==> src/rtl/velocity_estimator.sv <==
// velocity_estimator: samples an encoder position every SAMPLE_DIV clocks, clamps the
// per-sample delta and averages it over a 2^AVG_LOG2-deep moving window.
module velocity_estimator #(
    parameter int SAMPLE_DIV = 100000,
    parameter int AVG_LOG2   = 3,
    parameter int MAX_DELTA  = 65535
) (
    input  logic               clk,
    input  logic               reset_n,
    input  logic               enable,
    input  logic signed [31:0] position,
    input  logic               clear_fault,
    output logic signed [31:0] velocity,
    output logic signed [31:0] delta,
    output logic               vel_valid,
    output logic               avg_ready,
    output logic               fault
);
    localparam int DEPTH = 1 << AVG_LOG2;
    localparam int CW    = $clog2(SAMPLE_DIV);
    localparam int PW    = AVG_LOG2 > 0 ? AVG_LOG2 : 1;
    localparam int AW    = 32 + AVG_LOG2;
    localparam logic signed [31:0] LIM  = 32'(MAX_DELTA);
    localparam logic [AVG_LOG2:0]  FULL = (AVG_LOG2 + 1)'(DEPTH);

    logic                 running;
    logic                 start;
    logic                 tick;
    logic                 s1_valid;
    logic [CW-1:0]        cnt;
    logic signed [31:0]   prev_pos;
    logic signed [31:0]   raw;
    logic signed [31:0]   clamped;
    logic                 clamp_hi;
    logic                 clamp_lo;
    logic signed [31:0]   ring [DEPTH];
    logic [PW-1:0]        wr_ptr;
    logic [PW-1:0]        wr_ptr_next;
    logic [AVG_LOG2:0]    fill;
    logic [AVG_LOG2:0]    fill_next;
    logic signed [AW-1:0] acc;
    logic signed [AW-1:0] acc_next;

    always_comb begin
        start       = enable && !running;
        tick        = enable && running && (cnt == CW'(SAMPLE_DIV - 1));
        raw         = position - prev_pos;
        clamp_hi    = raw > LIM;
        clamp_lo    = raw < -LIM;
        clamped     = clamp_hi ? LIM : clamp_lo ? -LIM : raw;
        acc_next    = acc + AW'(delta) - AW'(ring[wr_ptr]);
        wr_ptr_next = (wr_ptr == PW'(DEPTH - 1)) ? '0 : wr_ptr + 1'b1;
        fill_next   = (fill == FULL) ? fill : fill + 1'b1;
    end

    // Stage 1 registers the clamped delta on the tick edge; stage 2 folds it into the window one clock later.
    always_ff @(posedge clk or negedge reset_n) begin
        if (!reset_n) begin
            running   <= 1'b0;
            s1_valid  <= 1'b0;
            cnt       <= '0;
            prev_pos  <= '0;
            delta     <= '0;
            velocity  <= '0;
            acc       <= '0;
            wr_ptr    <= '0;
            fill      <= '0;
            vel_valid <= 1'b0;
            avg_ready <= 1'b0;
            fault     <= 1'b0;
            for (int i = 0; i < DEPTH; i++) ring[i] <= '0;
        end else begin
            running   <= enable;
            s1_valid  <= tick;
            vel_valid <= 1'b0;
            fault     <= (tick && (clamp_hi || clamp_lo)) ? 1'b1 : clear_fault ? 1'b0 : fault;
            if (start) begin
                prev_pos  <= position;
                cnt       <= '0;
                acc       <= '0;
                wr_ptr    <= '0;
                fill      <= '0;
                avg_ready <= 1'b0;
                for (int i = 0; i < DEPTH; i++) ring[i] <= '0;
            end else if (enable) begin
                cnt <= tick ? '0 : cnt + 1'b1;
            end else begin
                cnt <= '0;
            end
            if (tick) begin
                prev_pos <= position;
                delta    <= clamped;
            end
            if (s1_valid) begin
                acc          <= acc_next;
                ring[wr_ptr] <= delta;
                wr_ptr       <= wr_ptr_next;
                fill         <= fill_next;
                avg_ready    <= fill_next == FULL;
                velocity     <= 32'(acc_next >>> AVG_LOG2);
                vel_valid    <= 1'b1;
            end
        end
    end
endmodule

==> config.mk <==
export PLATFORM = sky130hd
export DESIGN_NAME = velocity_estimator
export DESIGN_NICKNAME = d
export VERILOG_FILES = /design/src/rtl/velocity_estimator.sv
export SDC_FILE = /design/constraint.sdc
export NUM_CORES = 1
export LEC_CHECK = 0
export CORE_AREA = 2 2 332 203
export CTS_CLUSTER_SIZE = 8
export DETAILED_ROUTE_END_ITERATION = 10
export DIE_AREA = 0 0 334 205
export PLACE_DENSITY = 0.49
export SYNTH_ARGS = -nofsm -noshare
export SYNTH_HDL_FRONTEND = slang
export SYNTH_SLANG_ARGS = --single-unit
==> constraint.sdc <==
create_clock -name clk -period 4.5 [get_ports clk]
set_input_delay 0.9 -clock clk [delete_from_list [all_inputs] [get_ports clk]]
set_output_delay 0.9 -clock clk [all_outputs]
set_load 0.02 [all_outputs]
==> results of run 1 <==
## through the flow
stage	total power [mW]	instances	worst slack [ns]	cell area (um2)
floorplan	4.51	2563	0.141	22700
global placement	5.31	3741	-0.719	27200
CTS	9.33	3809	0.00718	28900
detailed placement	5.31	3741	-0.741	27200
global route	9.70	3818	-0.112	29600
finish	9.29	3818	0.0682	29600
## power breakdown
group	switching (mW)	internal [mW]	leakage [nW]
Clock	1.67	2.28	0.750
Sequential	0.0123	3.78	5.74
Combinational	0.830	0.715	6.68
Total	2.51	6.78	13.2
## critical path, delay by kind of cell, from the launching register on
family | cells | cell delay [ns]
AOI/OAI and AO/OA | 7 | 1.56
DFF | 1 | 0.45
buffers and inverters | 4 | 0.52
adders and majority gates | 2 | 0.82
and+or+nand+nor | 4 | 0.92
## metal layers
metal / GRT usage, % / wire (um) / up-vias / share of wire [%]
met5: 0 / 0 / - / 0
met4: 6.42 / 1810 / 0 / 2.3
met3: 3.98 / 4300 / 118 / 5.6
met2: 33.4 / 32600 / 533 / 42
met1: 34.0 / 38600 / 10110 / 50
li1: - / - / 9684 / -
## timing repair
action | CTS | global route
endpoints found under the setup margin | 43 | 65
gates cloned | 0 | 2
hold endpoints to repair | 0 | 0
pin swaps | 7 | 55
buffers inserted | 3 | 11
gates resized for setup | 52 | 124
## sequential cells by signal (all words and copies together), names as in the netlist
signal / cells
delta: 32
prev_pos: 32
fault: 1
wr_ptr: 3
fill: 4
vel_valid: 1
velocity: 32
ring: 256
cnt: 17
running: 1
s1_valid: 1
acc: 35
avg_ready: 1
## cell families (layout without fill, tap and decap cells)
| family | after synthesis | after routing | synth area share (%) |
|---|---|---|---|
| and+or+nand+nor | 841 | 841 | 16.9 |
| AOI/OAI and AO/OA | 751 | 751 | 20.7 |
| DFF | 416 | 416 | 45.9 |
| buffers and inverters | 372 | 765 | 6.36 |
| adders and majority gates | 108 | 108 | 7.11 |
| xor gates and xnor gates | 56 | 56 | 2.16 |
| muxes | 19 | 19 | 0.899 |
## synthesized netlist by cell type, types with 5 or more instances
cell       instances
a2111oi_0          5
a211oi_1          13
a21boi_0           6
a21o_1            21
a21oi_1           75
a21oi_2           10
a22o_1            11
a22oi_1          135
a31oi_1            7
and2_1             9
and3_1            14
and4_1             8
buf_1             11
buf_2              6
clkbuf_1         139
dfrtp_1          416
fa_1              35
ha_1              73
inv_1            210
mux2_2            11
mux2i_1            8
nand2_1          418
nand2b_1           8
nand3_1          172
nand4_1           46
nor2_1            87
nor3_1            27
nor3b_1            8
nor4_1             5
o2111ai_1          6
o211ai_1           5
o21a_1            14
o21ai_0          360
o21bai_1           7
o22ai_1           19
o31ai_1            8
or3_1              9
or4_1              7
xnor2_1           33
xor2_1            23
## area by class of cell
cell class	instances	area [um2]	area share, %
Tap cell	862	1080	3.64
Sequential cell	416	10400	35.1
Timing Repair Buffer	489	4230	14.3
Inverter	211	795	2.68
Clock buffer	61	1480	5.00
Multi-Input combinational cell	1775	11600	39.1
Clock inverter	4	38.8	0.131
## final timing paths
| kind | start | slack [ns] | endpoint |
|---|---|---|---|
| hold reg to reg | acc[12]$_DFFE_PN0P_ | 0.48 | acc[12]$_DFFE_PN0P_ |
| setup / recovery | wr_ptr[1]$_DFFE_PN0P_ | 0.07 | velocity[23]$_DFFE_PN0P_ |
| max in group asynchronous | reset_n | 3.06 | prev_pos[0]$_DFFE_PN0P_ |
| min in group clk | acc[12]$_DFFE_PN0P_ | 0.48 | acc[12]$_DFFE_PN0P_ |
| setup reg to reg | wr_ptr[1]$_DFFE_PN0P_ | 0.07 | velocity[23]$_DFFE_PN0P_ |
| hold / removal | reset_n | 0.34 | cnt[15]$_DFF_PN0_ |
## layout by cell type, fill, tap and decap left out, drive strengths merged, types with 11 or more instances in the layout
cell           instances
and3                  14
nand2                418
a211oi                16
a22oi                136
a22o                  11
fa                    35
inv                  212
o22ai                 19
a21oi                 85
nand3                173
clkdlybuf4s50        100
nor3                  27
o21a                  14
xor2                  23
ha                    73
nor2                  87
buf                  386
nand4                 46
mux2                  11
dfrtp                416
clkbuf                63
xnor2                 33
a21o                  21
o21ai                363
==> results.sh, run 1 <==
export IMPL_max_cap_viol_count=0
export IMPL_slew_headroom_pct=27.0
export IMPL_final_nets=3095
export IMPL_worst_path_largest_cell_delay_ns=0.56
export IMPL_grt_pass1_wl_um=121000
export IMPL_synth_nets=2707
export IMPL_ys_seq_elements=416
export IMPL_grt_ovfl_total=0
export IMPL_rsz0062_at_grt="true"
export IMPL_synthesis_area_um2=22700
export IMPL_crit_top_cell="nand4_1"
export IMPL_utilization_pct=45.3
export IMPL_clk_pin_slew_worst_paths_ns=0.05
export IMPL_crit_slowest_cell="fa_1"
export IMPL_fp_row_count=73
export IMPL_reg2reg_depth=17
export IMPL_routed_wl_um=77300
export IMPL_die_y_um=205
export IMPL_gp_congestion=0.896
export IMPL_grt_pass1_vias=20554
export IMPL_hold_viol=0
export IMPL_antenna_found_initial=1
export IMPL_drt_first_pass_iters=5
export IMPL_ys_types=84
export IMPL_setup_viol=0
export IMPL_fillers=6331
export IMPL_crit_fanout=11
export IMPL_start_util_pct=34.7
export IMPL_route_detailed_drc=0
export IMPL_critical_path_class="reg -> reg"
export IMPL_vias_per_cell=5.35
export IMPL_cts_num_sinks=416
export IMPL_drtIter0Drc=1587
export IMPL_vias=20445
export IMPL_status="completed"
export IMPL_grtUsageTotal_pct=22.7
export IMPL_hold_class="in -> async"
export IMPL_tightest_slew_ns=1.09
export IMPL_start_kind="flip-flop"
export IMPL_yosysTopAreaCell="dfrtp_1"
export IMPL_end_kind="flip-flop"
export IMPL_arrival_ns=4.93
export IMPL_syn2layout_area_growth_pct=30.6
export IMPL_port_buffers=102
export IMPL_path_cells="and3b_2, buf_12, buf_8, a22oi_2, nand4_1, fa_1, inv_1, ha_4, and3_4, nand4_1, a211oi_2, o21a_1, o21ai_4, a211o_1, a211oi_4, buf_4, o21ai_1"
export IMPL_dieWidth_um=334
export IMPL_avgSynthCellArea_um2=8.86
export IMPL_cts_root_buffer="clkbuf_16"
export IMPL_cts_htree_levels=2
export IMPL_fmax_mhz=226
export IMPL_clk_path_buf_depth=3
export IMPL_syn_inst=2563
export IMPL_dieArea_um2=68500
export IMPL_period_share_pct=98.5
export IMPL_clock_latency_ns=0.63
export IMPL_fin_skew_ns=0.0308
export IMPL_synth_area_top_cells="dfrtp_1, o21ai_0, nand2_1"
export IMPL_slew_viol_final=0
export IMPL_ys_warn_count=0
export IMPL_synth_top_area_share_pct=45.9
export IMPL_synth_edf_count=0
export IMPL_drive_gt1_share_pct=20.9
export IMPL_power_leakage_nw=13.2
export IMPL_synthFlopType="dfrtp_1"
export IMPL_post_route_min_period_ns=4.43
export IMPL_pwr_density_cell_nw_per_um2=313
export IMPL_hold_slack_ns=0.344
export IMPL_core_um2=65400
export IMPL_required_ns=5.00
export IMPL_grt_start_max_net_pins=220
export IMPL_cts_hold_buf=0
export IMPL_numCtsBuffers=58
export IMPL_num_antenna_cells=0
export IMPL_peakVddDrop_v=0.000284
export IMPL_ios=103
export IMPL_post_dp_hpwl_um=53700
export IMPL_wire_per_inst_um=20.3
export IMPL_cts_tree="done"
export IMPL_synth_yosys_seq_area_share_pct=45.9
export IMPL_async_reset_ff_share_pct=100
export IMPL_setup_tns_ns=0
export IMPL_drtAntennaViolNets=0
Power figures use the tool's default switching activity.
==> run 2: changes to the inputs <==
--- a/config.mk
+++ b/config.mk
@@ -9,6 +9,7 @@
 export CTS_CLUSTER_SIZE = 8
 export DETAILED_ROUTE_END_ITERATION = 10
 export DIE_AREA = 0 0 334 205
+export GPL_TIMING_DRIVEN = 0
 export PLACE_DENSITY = 0.49
 export SYNTH_ARGS = -nofsm -noshare
 export SYNTH_HDL_FRONTEND = slang
==> run 2 against run 1 <==
The flow now finishes with violations (negative setup slack). Cell area shrank 4.5%. Global-route usage grew 2.0 points. Combinational power down 16%. Sequential cell count unchanged. Largest cell class unchanged.
==> results.sh, run 2 (synthesis results as in run 1) <==
export IMPL_reg2reg_slack_ns=0.05
export IMPL_critical_path_class="in -> reg"
export IMPL_pwr_density_cell_nw_per_um2=317
export IMPL_clk_pin_slew_worst_paths_ns=0.06
export IMPL_start_util_pct=34.7
export IMPL_hold_class="in -> async"
export IMPL_dp_slack_ns=-2.31
export IMPL_drtIter0Drc=2154
export IMPL_layout_commonest_cell="nand2_1"
export IMPL_grtUsageTotal_pct=24.7
export IMPL_rsz0062_at_grt="true"
export IMPL_numCtsBuffers=57
export IMPL_hold_slack_ns=0.349
export IMPL_route_detailed_drc=0
export IMPL_start_kind="input pin"
export IMPL_drtAntennaViolNets=0
export IMPL_p_sw_mw=2.47
export IMPL_setup_slack_ns=-0.00703
export IMPL_endpoint="delta[15]$_DFFE_PN0P_"
export IMPL_arrival_ns=4.99
export IMPL_die_y_um=205
export IMPL_cts_tree="done"
export IMPL_top_register="ring"
export IMPL_utilization_pct=43.3
export IMPL_dieArea_um2=68500
export IMPL_grt_pass1_wl_um=128000
export IMPL_cts_root_buffer="clkbuf_16"
export IMPL_cts_num_sinks=416
export IMPL_post_route_min_period_ns=4.51
export IMPL_routed_wl_um=85500
export IMPL_syn2layout_area_growth_pct=24.8
export IMPL_slew_headroom_pct=30.5
export IMPL_grt_pass1_vias=19933
export IMPL_final_nets=2928
export IMPL_top_regs="ring: 256 flops, acc: 35 flops"
export IMPL_port_buffers=102
export IMPL_gp_congestion=0.920
export IMPL_drt_first_pass_iters=5
export IMPL_fin_skew_ns=0.0247
export IMPL_status="complete, but fails checks"
export IMPL_setup_viol=1
export IMPL_drive_gt1_share_pct=13.2
export IMPL_crit_fanout=7
export IMPL_startpoint="position[4]"
export IMPL_dieWidth_um=334
export IMPL_power_frac_comb_pct=14.5
export IMPL_tightest_slew_ns=1.04
export IMPL_vias=20906
export IMPL_post_dp_hpwl_um=63500
export IMPL_regToRegEndpoint="acc[26]$_DFFE_PN0P_"
export IMPL_core_um2=65400
export IMPL_grt_start_max_net_pins=117
export IMPL_num_antenna_cells=0
export IMPL_max_cap_viol_count=0
export IMPL_antenna_found_initial=1
export IMPL_p_clk_share_pct=43.2
export IMPL_hold_viol=0
export IMPL_required_ns=4.99
export IMPL_power_leakage_nw=12.0
export IMPL_cts_htree_levels=2
export IMPL_peakVddDrop_v=0.000257
export IMPL_grt_ovfl_total=0
export IMPL_ios=103
export IMPL_period_share_pct=100
export IMPL_wire_per_inst_um=23.5
export IMPL_clk_path_buf_depth=3
export IMPL_internal_power_mw=6.50
export IMPL_vias_per_cell=5.73
export IMPL_slew_viol_final=0
export IMPL_switching_share_pct=27.6
export IMPL_fp_row_count=73
export IMPL_end_kind="flip-flop"
export IMPL_violations="negative setup slack"
export IMPL_largest_reg_flops=256
export IMPL_final_cell_mix="nand2_1, dfrtp_1, o21ai_0, inv_1, nand3_1"
export IMPL_cts_hold_buf=0
export IMPL_reg2reg_depth=21
export IMPL_fmax_mhz=222
export IMPL_p_seq_share_pct=42.3
export IMPL_clock_latency_ns=0.63
export IMPL_r2r_start="wr_ptr[2]$_DFFE_PN0P_"
export IMPL_finalPower_mw=8.97
run 2: stage by stage:
| step | TNS [ns] | cell area, um2 | std cells |
|---|---|---|---|
| 2_1_floorplan | 0 | 22700 | 2563 |
| 3_3_place_gp | -7063.57 | 24800 | 3527 |
| 3_5_place_dp | -129.92 | 24900 | 3530 |
| 4_1_cts | 0 | 27300 | 3621 |
| 5_1_grt | -1.81 | 28300 | 3646 |
| 6_report | -0.00703 | 28300 | 3646 |
run 2: worst min path at each step:
stage	from	endpoint	slack, ns	depth (start not counted)
6_report	reset_n	cnt[14]$_DFF_PN0_	0.35	1
5_1_grt	reset_n	cnt[14]$_DFF_PN0_	0.41	1
4_1_cts	reset_n	cnt[13]$_DFF_PN0_	0.39	1
3_5_place_dp	acc[8]$_DFFE_PN0P_	acc[8]$_DFFE_PN0P_	0.46	2
3_3_place_gp	acc[4]$_DFFE_PN0P_	acc[4]$_DFFE_PN0P_	0.46	2
2_1_floorplan	s1_valid$_DFF_PN0_	vel_valid$_DFF_PN0_	0.40	0
run 2: what timing repair did:
item	4_1_cts	5_1_grt
setup endpoints to repair	95	64
pin swaps	29	65
buffers inserted	39	28
gates resized for setup	170	182
run 2: power groups by stage:
stage	Sequential, mW	Clock [mW]	Combinational [mW]
final	3.80	3.88	1.30
after global routing	3.80	4.12	1.41
after CTS	3.79	3.98	1.13
after detailed placement	3.86	0	1.04
after global placement	3.87	0	1.02
after floorplan	3.86	0	0.650
run 2: layout make-up:
class | count | area, um2
multi-input cells | 1775 | 12000
repair buffers | 171 | 1740
clock buffers | 58 | 1450
well taps | 862 | 1080
inverters | 211 | 795
plain buffers | 152 | 870
fillers | 6459 | 37100
clock inverters | 1 | 16.3
flip-flops and latches | 416 | 10400
run 2: critical path: stages:
cell             delay [ns]
clkdlybuf4s50_1        0.43
ha_1                   0.38
and3_1                 0.23
o2bb2ai_4              0.17
a2bb2oi_4              0.32
buf_4                  0.18
buf_6                  0.11
or2b_1                 0.26
a211oi_2               0.33
nand4_1                0.16
nor4_2                 0.15
nand4_1                0.28
ha_4                   0.42
buf_6                  0.12
nor2_4                 0.04
buf_6                  0.18
a22oi_1                0.19
o21ai_0                0.14
run 2: routing by layer:
layer	vias to the layer above	global-route usage (%)	share of wire [%]
met5	-	0.780	0.083
met2	882	32.7	39
met3	105	6.44	9.5
met1	10559	39.0	50
li1	9358	-	-
met4	2	5.69	1.8
